## src/rtl/vm_pkg.sv

```systemverilog
// vm_pkg: shared encodings for the vending-machine purchase driver.
// Holds coin, machine status, response code and FSM state types plus coin values.
package vm_pkg;

  localparam int NUM_ITEMS_DEF = 6;

  localparam int COIN_VAL_5  = 5;
  localparam int COIN_VAL_10 = 10;
  localparam int COIN_VAL_25 = 25;

  typedef enum logic [1:0] {
    COIN_NONE = 2'b00,
    COIN_5    = 2'b01,
    COIN_10   = 2'b10,
    COIN_25   = 2'b11
  } coin_e;

  typedef enum logic [1:0] {
    VM_BUSY    = 2'b00,
    VM_DISP    = 2'b01,
    VM_INSUFF  = 2'b10,
    VM_NOSTOCK = 2'b11
  } vm_status_e;

  typedef enum logic [2:0] {
    RC_OK       = 3'd0,
    RC_INSUFF   = 3'd1,
    RC_NOSTOCK  = 3'd2,
    RC_TIMEOUT  = 3'd3,
    RC_BAD_ITEM = 3'd4
  } resp_code_e;

  typedef enum logic [2:0] {
    S_IDLE   = 3'd0,
    S_COIN   = 3'd1,
    S_SELECT = 3'd2,
    S_ENTER  = 3'd3,
    S_WAIT   = 3'd4,
    S_DONE   = 3'd5
  } drv_state_e;

  // Only meaningful for a nonzero status.
  function automatic resp_code_e status_to_code(vm_status_e s);
    case (s)
      VM_INSUFF:  return RC_INSUFF;
      VM_NOSTOCK: return RC_NOSTOCK;
      default:    return RC_OK;
    endcase
  endfunction

endpackage

```

## src/rtl/vm_coin_splitter.sv

```systemverilog
// vm_coin_splitter: one greedy step of the coin breakdown (combinational).
// Ports: rem in; coin = largest coin <= rem, next_rem = rem - coin, done = rem < 5.
module vm_coin_splitter
  import vm_pkg::*;
#(
  parameter int AMT_W = 16
) (
  input  logic [AMT_W-1:0] rem,
  output logic [1:0]       coin,
  output logic [AMT_W-1:0] next_rem,
  output logic             done
);

  logic ge25;
  logic ge10;
  logic ge5;

  assign ge25 = rem >= AMT_W'(COIN_VAL_25);
  assign ge10 = rem >= AMT_W'(COIN_VAL_10);
  assign ge5  = rem >= AMT_W'(COIN_VAL_5);

  always_comb begin
    coin     = COIN_NONE;
    next_rem = rem;
    done     = 1'b0;
    unique case (1'b1)
      ge25: begin
        coin     = COIN_25;
        next_rem = rem - AMT_W'(COIN_VAL_25);
      end
      (ge10 && !ge25): begin
        coin     = COIN_10;
        next_rem = rem - AMT_W'(COIN_VAL_10);
      end
      (ge5 && !ge10): begin
        coin     = COIN_5;
        next_rem = rem - AMT_W'(COIN_VAL_5);
      end
      default: done = 1'b1;
    endcase
  end

endmodule

```

## src/rtl/vm_purchase_driver.sv

```systemverilog
// vm_purchase_driver: customer-side initiator; turns a purchase request into coins,
// a button press and an enter pulse, then returns the machine's answer.
// Ports: req_* (valid/ready request), coins/button/enter_key (to machine),
// product/status/balance (from machine), resp_* (valid/ready response).
// Optional: define VM_DRV_STATS_EN to add saturating stat_ok/stat_fail counters.
module vm_purchase_driver
  import vm_pkg::*;
#(
  parameter int NUM_ITEMS   = NUM_ITEMS_DEF,
  parameter int TIMEOUT_CYC = 64,
  parameter int AMT_W       = 16
) (
  input  logic                 clk,
  input  logic                 rst,
  input  logic                 req_valid,
  output logic                 req_ready,
  input  logic [2:0]           req_item,
  input  logic [AMT_W-1:0]     req_amount,
  output logic [1:0]           coins,
  output logic [NUM_ITEMS-1:0] button,
  output logic                 enter_key,
  input  logic [2:0]           product,
  input  logic [1:0]           status,
  input  logic [AMT_W-1:0]     balance,
  output logic                 resp_valid,
  input  logic                 resp_ready,
  output logic [2:0]           resp_code,
  output logic [2:0]           resp_product,
  output logic [AMT_W-1:0]     resp_change,
  output logic [AMT_W-1:0]     resp_coins
`ifdef VM_DRV_STATS_EN
  ,
  output logic [15:0]          stat_ok,
  output logic [15:0]          stat_fail
`endif
);

  localparam int CNT_W = $clog2(TIMEOUT_CYC + 1);

  drv_state_e           state_q, state_d;
  logic [2:0]           item_q, item_d;
  logic [AMT_W-1:0]     rem_q, rem_d;
  logic [CNT_W-1:0]     cnt_q, cnt_d;
  logic                 req_ready_q, req_ready_d;
  logic [1:0]           coins_q, coins_d;
  logic [NUM_ITEMS-1:0] button_q, button_d;
  logic                 enter_q, enter_d;
  logic                 resp_valid_q, resp_valid_d;
  logic [2:0]           resp_code_q, resp_code_d;
  logic [2:0]           resp_product_q, resp_product_d;
  logic [AMT_W-1:0]     resp_change_q, resp_change_d;
  logic [AMT_W-1:0]     resp_coins_q, resp_coins_d;
`ifdef VM_DRV_STATS_EN
  logic [15:0]          stat_ok_q, stat_ok_d;
  logic [15:0]          stat_fail_q, stat_fail_d;
`endif

  logic [AMT_W-1:0]     split_in;
  logic [1:0]           split_coin;
  logic [AMT_W-1:0]     split_rem;
  logic                 split_done;
  logic                 bad_item;

  // In IDLE the first coin is computed straight from the request, so the
  // first coin is on the wire in the first COIN cycle.
  assign split_in = (state_q == S_IDLE) ? req_amount : rem_q;
  assign bad_item = 32'(req_item) >= NUM_ITEMS;

  vm_coin_splitter #(
    .AMT_W(AMT_W)
  ) u_split (
    .rem     (split_in),
    .coin    (split_coin),
    .next_rem(split_rem),
    .done    (split_done)
  );

  always_comb begin
    state_d        = state_q;
    item_d         = item_q;
    rem_d          = rem_q;
    cnt_d          = cnt_q;
    req_ready_d    = req_ready_q;
    coins_d        = coins_q;
    button_d       = button_q;
    enter_d        = enter_q;
    resp_valid_d   = resp_valid_q;
    resp_code_d    = resp_code_q;
    resp_product_d = resp_product_q;
    resp_change_d  = resp_change_q;
    resp_coins_d   = resp_coins_q;
`ifdef VM_DRV_STATS_EN
    stat_ok_d      = stat_ok_q;
    stat_fail_d    = stat_fail_q;
`endif
    unique case (state_q)
      S_IDLE: begin
        if (req_valid && req_ready_q) begin
          item_d         = req_item;
          req_ready_d    = 1'b0;
          resp_code_d    = RC_OK;
          resp_product_d = '0;
          resp_change_d  = '0;
          resp_coins_d   = '0;
          rem_d          = req_amount;
          if (bad_item) begin
            resp_code_d  = RC_BAD_ITEM;
            resp_valid_d = 1'b1;
            state_d      = S_DONE;
          end else begin
            coins_d = split_coin;
            rem_d   = split_rem;
            if (!split_done) begin
              resp_coins_d = AMT_W'(1);
            end
            state_d = S_COIN;
          end
        end
      end
      S_COIN: begin
        if (split_done) begin
          coins_d  = COIN_NONE;
          button_d = NUM_ITEMS'(1) << item_q;
          state_d  = S_SELECT;
        end else begin
          coins_d      = split_coin;
          rem_d        = split_rem;
          resp_coins_d = resp_coins_q + AMT_W'(1);
        end
      end
      S_SELECT: begin
        button_d = '0;
        enter_d  = 1'b1;
        state_d  = S_ENTER;
      end
      S_ENTER: begin
        enter_d = 1'b0;
        cnt_d   = '0;
        state_d = S_WAIT;
      end
      S_WAIT: begin
        // A status arriving on the last counted cycle still wins.
        if (status != VM_BUSY) begin
          resp_code_d    = status_to_code(vm_status_e'(status));
          resp_product_d = product;
          resp_change_d  = balance;
          resp_valid_d   = 1'b1;
          state_d        = S_DONE;
        end else if (cnt_q == CNT_W'(TIMEOUT_CYC - 1)) begin
          resp_code_d    = RC_TIMEOUT;
          resp_product_d = '0;
          resp_change_d  = '0;
          resp_valid_d   = 1'b1;
          state_d        = S_DONE;
        end else begin
          cnt_d = cnt_q + CNT_W'(1);
        end
      end
      S_DONE: begin
        if (resp_ready) begin
          resp_valid_d = 1'b0;
          req_ready_d  = 1'b1;
          state_d      = S_IDLE;
`ifdef VM_DRV_STATS_EN
          if (resp_code_q == RC_OK) begin
            if (stat_ok_q != 16'hFFFF) begin
              stat_ok_d = stat_ok_q + 16'd1;
            end
          end else if (stat_fail_q != 16'hFFFF) begin
            stat_fail_d = stat_fail_q + 16'd1;
          end
`endif
        end
      end
      default: begin
        state_d     = S_IDLE;
        req_ready_d = 1'b1;
      end
    endcase
  end

  always_ff @(posedge clk) begin
    if (!rst) begin
      state_q        <= S_IDLE;
      item_q         <= '0;
      rem_q          <= '0;
      cnt_q          <= '0;
      req_ready_q    <= 1'b1;
      coins_q        <= COIN_NONE;
      button_q       <= '0;
      enter_q        <= 1'b0;
      resp_valid_q   <= 1'b0;
      resp_code_q    <= RC_OK;
      resp_product_q <= '0;
      resp_change_q  <= '0;
      resp_coins_q   <= '0;
`ifdef VM_DRV_STATS_EN
      stat_ok_q      <= '0;
      stat_fail_q    <= '0;
`endif
    end else begin
      state_q        <= state_d;
      item_q         <= item_d;
      rem_q          <= rem_d;
      cnt_q          <= cnt_d;
      req_ready_q    <= req_ready_d;
      coins_q        <= coins_d;
      button_q       <= button_d;
      enter_q        <= enter_d;
      resp_valid_q   <= resp_valid_d;
      resp_code_q    <= resp_code_d;
      resp_product_q <= resp_product_d;
      resp_change_q  <= resp_change_d;
      resp_coins_q   <= resp_coins_d;
`ifdef VM_DRV_STATS_EN
      stat_ok_q      <= stat_ok_d;
      stat_fail_q    <= stat_fail_d;
`endif
    end
  end

  assign req_ready    = req_ready_q;
  assign coins        = coins_q;
  assign button       = button_q;
  assign enter_key    = enter_q;
  assign resp_valid   = resp_valid_q;
  assign resp_code    = resp_code_q;
  assign resp_product = resp_product_q;
  assign resp_change  = resp_change_q;
  assign resp_coins   = resp_coins_q;
`ifdef VM_DRV_STATS_EN
  assign stat_ok      = stat_ok_q;
  assign stat_fail    = stat_fail_q;
`endif

endmodule

```

## config.mk

```make
export PLATFORM = sky130hd
export DESIGN_NAME = vm_purchase_driver
export DESIGN_NICKNAME = d
export VERILOG_FILES = /design/src/rtl/vm_pkg.sv /design/src/rtl/vm_coin_splitter.sv /design/src/rtl/vm_purchase_driver.sv
export SDC_FILE = /design/constraint.sdc
export NUM_CORES = 1
export LEC_CHECK = 0
export ABC_AREA = 1
export CORE_MARGIN = 4
export CORE_UTILIZATION = 40
export CTS_CLUSTER_SIZE = 20
export DETAILED_ROUTE_END_ITERATION = 10
export PLACE_DENSITY = 0.78
export SLEW_MARGIN = 25
export SYNTH_ARGS = -nofsm -noshare
export SYNTH_HDL_FRONTEND = slang
export SYNTH_SLANG_ARGS = --single-unit
```

## constraint.sdc

```tcl
create_clock -name clk -period 2.77 [get_ports clk]
set_input_delay 0.554 -clock clk [delete_from_list [all_inputs] [get_ports clk]]
set_output_delay 0.554 -clock clk [all_outputs]
set_load 0.005 [all_outputs]
```

==> summary.md, run 1 <==
| Metric | Value |
|---|---|
| DR top layer | met4 |
| Cells along the critical path | nor2_4 > nand2_4 > buf_12 > nand2_1 > nand2_1 > nor2_1 > nand2_1 > nor2_4 > nand2_1 > nor2_4 > nand2_1 > o211ai_1 > o211ai_1 > a21oi_1 |
| Crit path DAT | 2.78 ns |
| Final setup skew | 0.00836 ns |
| Die Y | 117 um |
| Tcrit/Tclk final | 90.4% |
| PwrDens | 979 mW/mm^2 |
| Final antenna-violating net count | 0 |
| TritonCTS clock tree | done |
| Clock latency on the worst-skew pair | 0.34 ns |
| Final min period | 2.51 ns |
| Largest net degree at the start of global routing | 27 |
| Total CTS buffers | 9 |
| CP Buf/Inv Count | 1 |
| RSZ-0062 raised after global routing | no |
| Share of post-route cells with drive strength above 1 | 11.2% |
| Yosys reg bits | 78 |
| HP Class | reg -> reg |
| Die area | 0.0138 mm^2 |
| Critical-path maximum fanout | 17 |
| Distinct cell type count after synthesis | 34 |
| Initial core utilization | 41.4% |
| Wire length on met2 | 6.34 mm |
| Initial DRT Pass Iterations | 5 |
| Leak pwr | 2.71 nW |
| Ys async rst share | 0% |
| CP top delay family | simple AND/OR/NAND/NOR gates |
| Clock buffer depth | 2 |
| Routed Wire Length | 13.6 mm |
| Worst slew margin | 59.0% |
| Aggregate global routing overflow | 0 |
| Core footprint | 0.0116 mm^2 |
| Max-slew violations | 0 |
| Critical path launch point type | register |
| GRT Overall Usage | 19.8% |
| Vias in the first global route | 4922 |
| Status | completed |
| Cell Rows | 39 |
| Max Cap Viol | 0 |
| ANT cells | 0 |
| Number of synthesized flops with an enable pin | 0 |
| Post-synthesis net count | 786 |
| Post-Synthesis Cells | 733 |
| Yosys warns | 0 |
| Vias per cell | 5.10 |
| Crit Path Category | reg -> reg |
| Dpl hpwl | 10.2 mm |
| Slew of the pin with the lowest slew margin | 0.614 ns |
| Initial antenna violation count | 0 |
| Die Wd | 117 um |
| Clk root buf | clkbuf_16 |
| Number of H-tree levels | 3 |
| Seq/Total Area, Yosys | 32.6% |
| Critical path capture point type | register |
| Min Hold Slack | 0.433 ns |
| Area Growth Syn to Fin | 31.4% |
| # IOs | 93 |
| Crit-path slowest cell | dfxtp_1 |
| VDD IR max | 416 uV |
| Maximum clock rate | 0.399 GHz |
| Metal1 wirelength | 5.85 mm |
| Reg2reg setup slack | 0.26 ns |
| Syn Area/Cell | 6.53 um^2 |
| I/O Buffers | 92 |
| Final setup viols | 0 |
| Setup TNS | 0 ns |
| TritonCTS Sinks | 78 |
| Routed wl met3 | 1.15 mm |
| Drt drc | 0 |
| Ys flop type | dfxtp_1 |
| Routed WL per cell | 13.7 um |
| Post-Syn Area | 0.00478 mm^2 |
| Overall Power | 0.00615 W |
| Initial DRC Count | 300 |
| Fillers | 1091 |
| Max incr delay on CP | 0.34 ns |
| Via count | 5060 |
| Nets | 899 |
| Routability cong. | 0.967 |
| Final hold vios | 0 |
| Reg clk slew, reported paths | 0.06 ns |
| Critical Path Most Common Cell | nand2_1 |
| First-pass GRT wire length | 22.9 mm |
| Post-CTS Hold Fix Bufs | 0 |
| Data required, critical path | 3.05 ns |
-- cell type report --
type,instances,area [um^2],area share [%]
inverters,85,320,5.10
multi-input cells,545,2720,43.2
clock inverters,4,72.6,1.15
flip-flops and latches,78,1560,24.9
well taps,143,179,2.85
clock buffers,11,233,3.70
repair buffers,127,1200,19.1
-- flip-flops by register name, indices dropped and copies added, names as in the netlist --
signal,cells
resp_product,3
item_q,3
button,6
resp_change,16
resp_code,3
rem_q,16
enter_key,1
resp_coins,16
cnt_q,7
coins,2
resp_valid,1
req_ready,1
state_q,3
-- repair_timing --
action	CTS	global route
gates resized for setup	0	2
buffers inserted	0	1
setup endpoints to repair	0	10
-- synth_stat cells, types with 11 or more instances --
| library cell | n | area (um^2) |
|---|---|---|
| nand2_1 | 189 | 709 |
| nand4_1 | 12 | 75.1 |
| nor2_1 | 71 | 267 |
| nand2_2 | 17 | 106 |
| inv_1 | 80 | 300 |
| dfxtp_1 | 78 | 1560 |
| a21oi_1 | 77 | 385 |
| o21ai_0 | 42 | 210 |
| nand3_1 | 56 | 280 |
| nand3b_1 | 11 | 82.6 |
-- worst paths after layout --
check | cells after the start | endpoint | start
worst min-delay path | 2 | cnt_q[6]$_SDFFE_PN0P_ | cnt_q[6]$_SDFFE_PN0P_
worst min register to register | 2 | cnt_q[6]$_SDFFE_PN0P_ | cnt_q[6]$_SDFFE_PN0P_
worst max-delay path | 14 | rem_q[2]$_SDFFE_PN0P_ | state_q[1]$_SDFFE_PN0P_
worst max register to register | 14 | rem_q[2]$_SDFFE_PN0P_ | state_q[1]$_SDFFE_PN0P_
-- power breakdown --
| part | leakage [nW] | switching [W] | total [W] | internal [W] |
|---|---|---|---|---|
| Sequential | 0.636 | 0.000161 | 0.00150 | 0.00134 |
| Combinational | 1.93 | 0.00212 | 0.00340 | 0.00127 |
| Clock | 0.146 | 0.000469 | 0.00125 | 0.000783 |
| Total | 2.71 | 0.00275 | 0.00615 | 0.00340 |
-- stage by stage --
step	utilization [%]	instances	setup slack, ns	instance area, um^2
floorplan	-	733	0.0899	4780
global placement	51.6	977	0.0417	5960
detailed placement	51.6	977	-0.0203	5960
CTS	54.2	992	0.144	6270
global route	54.3	993	0.0335	6280
finish	54.3	993	0.265	6280
-- per-layer routing --
metal | vias up | track usage, %
li1 | 2603 | -
met1 | 2256 | 23.7
met2 | 176 | 34.0
met3 | 25 | 6.35
met4 | 0 | 5.94
met5 | - | 0
-- cell usage in the layout, fill, tap and decap left out, types with 2 or more instances in the layout --
cell,n
o21ai_0,42
nand4_1,12
inv_1,80
a311oi_1,3
o21bai_1,2
nor2_4,5
xor2_1,9
bufinv_16,2
o21ai_2,2
clkinv_2,2
ha_1,9
inv_2,4
a21oi_1,77
a211oi_1,2
clkdlybuf4s50_1,92
clkbuf_1,2
nor2_1,71
clkbuf_16,9
o211ai_1,5
nor2_2,7
o21ai_1,9
dfxtp_1,78
nand2_4,4
buf_4,33
nand3_1,56
nand2_2,18
nand3_2,5
nand3b_1,11
nand2_1,188
nor3_1,4
-- cell families (layout without fill, tap and decap cells) --
logic type / after synthesis / after routing / synth area share, %
AND/OR/NAND/NOR: 381 / 381 / 36.3
AO/OA/AOI/OAI: 145 / 145 / 16.3
buffers and inverters: 110 / 227 / 10.6
flip-flops: 78 / 78 / 32.6
XOR/XNOR: 10 / 10 / 1.83
adder cells (fa/ha/maj): 9 / 9 / 2.35
-- worst min-delay path: stages, from the launching register on --
cell,delay (ns)
dfxtp_1,0.31
nand2_1,0.05
a21oi_1,0.03
Note: power is estimated with default switching activity, not from simulation.
==> inputs of run 2 (changes only) <==
--- a/config.mk
+++ b/config.mk
@@ -7,10 +7,10 @@
 export LEC_CHECK = 0
 export ABC_AREA = 1
 export CORE_MARGIN = 4
-export CORE_UTILIZATION = 40
+export CORE_UTILIZATION = 48
 export CTS_CLUSTER_SIZE = 20
 export DETAILED_ROUTE_END_ITERATION = 10
-export PLACE_DENSITY = 0.78
+export PLACE_DENSITY = 0.89
 export SLEW_MARGIN = 25
 export SYNTH_ARGS = -nofsm -noshare
 export SYNTH_HDL_FRONTEND = slang
==> summary.md, run 2 (synthesis results as in run 1) <==
| Metric | Value |
|---|---|
| Aggregate global routing overflow | 0 (unchanged) |
| Vias in the first global route | 4757 (-3.4%) |
| Die area | 0.0116 mm^2 (-16%) |
| Final instance area | 0.00616 mm^2 (-2.0%) |
| I/O Buffers | 92 (unchanged) |
| Max-slew violations | 0 (unchanged) |
| Final min period | 2.55 ns (+0.0420 ns) |
| DR top layer | met4 |
| Clock buffer depth | 2 (unchanged) |
| Most frequent cells in the layout | nand2_1, clkdlybuf4s50_1, inv_1 |
| HP Class | reg -> reg |
| Cell Rows | 36 (-7.7%) |
| Initial core utilization | 49.2% (+7.8 points) |
| Critical-path maximum fanout | 26 (+9) |
| Crit path DAT | 2.83 ns (+0.05 ns) |
| Tcrit/Tclk final | 92.0% (+1.5 points) |
| First-pass GRT wire length | 21.8 mm (-5.1%) |
| Slew of the pin with the lowest slew margin | 0.615 ns (+0.00127 ns) |
| Overall Power | 0.00570 W (-7.3%) |
| Routed wl met3 | 1.06 mm (-7.6%) |
| Initial DRC Count | 377 (+26%) |
| Maximum clock rate | 0.393 GHz (-1.6%) |
| Dpl hpwl | 10.3 mm (+1.0%) |
| Total CTS buffers | 9 (unchanged) |
| Crit Path Category | reg -> reg |
| TritonCTS Sinks | 78 (unchanged) |
| Critical Path Most Common Cell | inv_1 |
| Max incr delay on CP | 0.34 ns (about the same) |
| Setup TNS | 0 ns (unchanged) |
| Initial antenna violation count | 0 (unchanged) |
| Status | completed |
| Via count | 5107 (+0.93%) |
| Routability cong. | 1.01 (+4.5%) |
| Number of H-tree levels | 3 (unchanged) |
| Cells along the critical path | nor2_4 > nand2_8 > nand2_2 > nand2_2 > inv_1 > ha_1 > inv_1 > nand3_1 > nand3_1 > nor2_1 > nand3_2 > buf_4 > inv_1 > a21oi_1 > o211ai_1 > o21ai_0 > a21oi_1 |
| GRT Overall Usage | 23.2% (+3.4 points) |
| Metal1 wirelength | 5.63 mm (-3.7%) |
| CP Buf/Inv Count | 4 (+3) |
| Final setup skew | 0.0168 ns (+0.00841 ns) |
| Post-CTS Hold Fix Bufs | 0 (unchanged) |
| TritonCTS clock tree | done |
| Crit-path slowest cell | dfxtp_1 |
| # IOs | 93 (unchanged) |
| Core footprint | 0.00973 mm^2 (-16%) |
| Worst slew margin | 59.0% (-0.085 points) |
| Placement Cell Area | 0.00594 mm^2 (-0.42%) |
| Leak pwr | 2.65 nW (-2.2%) |
| Drt drc | 0 (unchanged) |
| Min Hold Slack | 0.446 ns (+0.0130 ns) |
| Initial DRT Pass Iterations | 7 (+2) |
| Largest net degree at the start of global routing | 27 (unchanged) |
| Final antenna-violating net count | 0 (unchanged) |
| Data required, critical path | 3.05 ns (about the same) |
| Reg clk slew, reported paths | 0.09 ns (+0.03 ns) |
| Max Cap Viol | 0 (unchanged) |
| CP top delay family | simple AND/OR/NAND/NOR gates |
| Routed Wire Length | 13.4 mm (-1.2%) |
| Critical path capture point type | register |
| Area Growth Syn to Fin | 28.7% |
| Final setup viols | 0 (unchanged) |
| Vias per cell | 5.18 (+1.7%) |
| Critical path launch point type | register |
| Share of post-route cells with drive strength above 1 | 11.6% (+0.44 points) |
| Wire length on met2 | 6.49 mm (+2.4%) |
| Die Y | 108 um (-8.1%) |
| Nets | 900 (+0.11%) |
| Final hold vios | 0 (unchanged) |
| RSZ-0062 raised after global routing | no |
| PwrDens | 926 mW/mm^2 (-5.4%) |
| Die Wd | 108 um (-8.1%) |
| Most common cell after layout, fill and taps aside | nand2_1 |
| Fillers | 877 (-20%) |
| Routed WL per cell | 13.6 um (-0.43%) |
| Clock latency on the worst-skew pair | 0.36 ns (+0.02 ns) |
| Clk root buf | clkbuf_8 |
| VDD IR max | 527 uV (+27%) |
| ANT cells | 0 (unchanged) |
-- run 2: final timing paths --
check | endpoint | from | slack, ns | cells past startpoint
max | rem_q[1]$_SDFFE_PN0P_ | state_q[1]$_SDFFE_PN0P_ | 0.22 | 17
min | cnt_q[6]$_SDFFE_PN0P_ | cnt_q[6]$_SDFFE_PN0P_ | 0.45 | 2
max reg2reg | rem_q[1]$_SDFFE_PN0P_ | state_q[1]$_SDFFE_PN0P_ | 0.22 | 17
min reg2reg | cnt_q[6]$_SDFFE_PN0P_ | cnt_q[6]$_SDFFE_PN0P_ | 0.45 | 2
-- run 2: timing repair --
action / CTS / global route
gates resized for setup: 0 / 3
endpoints found under the setup margin: 0 / 43
buffers inserted: 0 / 2
-- run 2: per-layer routing --
layer / up-vias / global-route usage (%)
met5: - / 0
met3: 20 / 7.02
met1: 2305 / 27.2
li1: 2609 / -
met4: 0 / 7.84
met2: 173 / 40.2
-- run 2: layout make-up --
cell class                 instances  area (um^2)  share of cell area (%)
tap                              133          166                    2.70
multi-input combinational        545         2720                    44.2
inverter                          85          320                    5.20
clock buffer                       9          124                    2.01
clock inverter                     7         65.1                    1.06
timing repair buffer             128         1190                    19.4
sequential                        78         1560                    25.4
-- run 2: worst register-to-register path, cell delays in order (launching register included) --
cell      delay (ns)
dfxtp_1         0.34
nor2_4          0.21
nand2_8         0.17
nand2_2         0.10
nand2_2         0.07
inv_1           0.08
ha_1            0.16
inv_1           0.04
nand3_1         0.12
nand3_1         0.09
nor2_1          0.17
nand3_2         0.15
buf_4           0.17
inv_1           0.12
a21oi_1         0.09
o211ai_1        0.12
o21ai_0         0.11
a21oi_1         0.17
-- run 2: where the power goes --
group          internal, W  switching (W)
logic              0.00127        0.00210
clock network     0.000342       0.000485
registers          0.00134       0.000160
-- run 2: through the flow --
step                instances  setup WS [ns]  utilization (%)
global placement          967         0.0337             61.0
CTS                       983         0.0288             63.0
floorplan                 733         0.0899                -
global route              985         0.0248             63.3
finish                    985          0.223             63.3
detailed placement        967        -0.0669             61.0
==> edit: new RTL, settings of run 2 <==
The option `VM_DRV_STATS_EN` is turned on by a define.
--- a/src/rtl/vm_purchase_driver.sv
+++ b/src/rtl/vm_purchase_driver.sv
@@ -4,4 +4,6 @@
 // product/status/balance (from machine), resp_* (valid/ready response).
 // Optional: define VM_DRV_STATS_EN to add saturating stat_ok/stat_fail counters.
+`define VM_DRV_STATS_EN
+
 module vm_purchase_driver
   import vm_pkg::*;
Function (old outputs only; new: stat_fail and stat_ok): kept (equiv_simple and equiv_induct, registers matched by name and starting in step).
==> edit against run 2 <==
- area after synthesis grew 35%
- cell area grew 36%
- worst hold slack lost 0.011 ns
- sequential share of layout area rose by 0.93 points
- worst setup slack improved by 0.018 ns
- via count rose by 34%
- wire length increased by 34%
- sequential cell count rose by 32
- highest routed layer unchanged
- synthesized cell count is 34% higher
- power increased by 25%
- critical path type unchanged
- clock skew down 0.011 ns
==> edit: results (changes against run 2) <==
Parameter                              Value

Outcome
  Result of the run ... finished clean

Pwr
  Peak supply drop ... 0.000557 V (+5.6%)
  Leakage power ... 3.42 nW (+29%)

Layout
  Share of final-layout standard cells stronger than drive strength 1 ... 9.48% (-2.1 points)
  Number of filler instances in the final layout ... 1162 (+32%)
  Final non-filler cell area ... 0.00837 mm^2 (+36%)
  Final net count ... 1179 (+31%)
  Non-filler instance count after layout ... 1305 (+32%)

Setup path
  FF-to-FF Start ... state_q[0]$_SDFFE_PN0P_
  CP arrival ... 2.82 ns (about the same)
  Path depth of the worst reg2reg path ... 14 (-3)
  Critical Path Sink ... rem_q[7]$_SDFFE_PN0P_
  Maximum fanout along the worst path ... 28 (+7.7%)
  Largest stage delay on the critical path ... 0.36 ns (+0.02 ns)
  Library cell contributing the largest single delay on the critical path ... dfxtp_1
  Slack of the worst reg-to-reg path ... 0.24 ns (+0.02 ns)

Logic synthesis
  Fraction of the mapped netlist area in adder cells ... 2.14% (-0.22 points)
  Number of distinct library cells after synthesis ... 46 (+35%)
  Area share of the largest cell type after synthesis ... 34.2% (+1.5 points)
  Post-synth net total ... 1034 (+32%)
  Sequential-to-total area share from yosys stat ... 34.2% (+1.5 points)
  Synth Area in Compound Gates ... 15.7% (-0.58 points)
  Synthesized area per cell ... 6.58 um^2 (+0.82%)
  Parity-gate share of the synthesized area counting xor and xnor cells ... 1.77% (-0.063 points)
  Commonest cells in the netlist ... nand2_1 (243), inv_1 (124), dfxtp_1 (110), a21oi_1 (108), nor2_1 (88)
  Cell types with the largest area share after synthesis ... dfxtp_1 (34%), nand2_1 (14%), a21oi_1 (8.4%)

Clocking
  Clock slew at reported path FFs ... 0.07 ns (-0.02 ns)
  Later-pin clock latency in the skew report ... 0.36 ns (about the same)
  Cell chosen for the clock root ... clkbuf_16

Placed design
  Count of input and output buffers ... 124 (+35%)
  Area of placed instances ... 0.00807 mm^2 (+36%)
  Half-perimeter wire length after placement ... 13600 um (+32%)
  Place WS ... -0.00455 ns (+0.0624 ns)
  RD Place Congestion ... 0.955 (-5.6%)
  Dpl cells ... 1289 (+33%)

STA
  Actual transition at the worst max-transition pin ... 0.602 ns (-0.0133 ns)
  Time the worst path needs with I/O delays and setup ... 2.53 ns (-0.0176 ns)
  Worst slack on hold paths ... 0.435 ns (-0.0110 ns)
  Worst Clk Skew ... 0.00566 ns (-0.0111 ns)

GRT
  First-pass GRT wire length ... 29300 um (+35%)
  Maximum number of pins on one net before global-route repair ... 31 (+15%)
  Via count of the first global-routing pass ... 6419 (+35%)
  Overall Global Routing Usage ... 23.4% (+0.20 points)

Route
  Initial DRC Count ... 507 (+34%)
  Total number of vias ... 6864 (+34%)
  Detailed Route WL ... 18000 um (+34%)
  First-pass DRT Iterations ... 5 (-2)
## edit: changes by cell type in the layout (fill, tap and decap cells not counted), sizes merged, moves of 13 or more
| cell | change |
|---|---|
| a21oi | +32 |
| nand2 | +48 |
| nor2 | +15 |
| nand4 | +13 |
| clkdlybuf4s50 | +32 |
| inv | +47 |
| dfxtp | +32 |
| nor3 | +21 |
## edit: power by group
group	internal [mW]	switching [mW]
Clock	0.700	0.625
Sequential	1.80	0.153
Combinational	1.43	2.42
## edit: area by class of cell
type | instances | area, um^2 | share of cell area [%]
well taps | 176 | 220 | 2.63
clock buffers | 12 | 267 | 3.18
clock inverters | 4 | 36.3 | 0.434
flip-flops and latches | 110 | 2200 | 26.3
inverters | 133 | 504 | 6.03
multi-input cells | 706 | 3550 | 42.4
repair buffers | 164 | 1590 | 19.0
## edit: routing by layer
layer  vias up  track usage (%)  share of wire, %
met2       210             39.1                48
met3        27             3.86               5.6
li1       3489                -                 -
met1      3138             30.9                45
met4         0             7.54               1.8
met5         -                0                 0
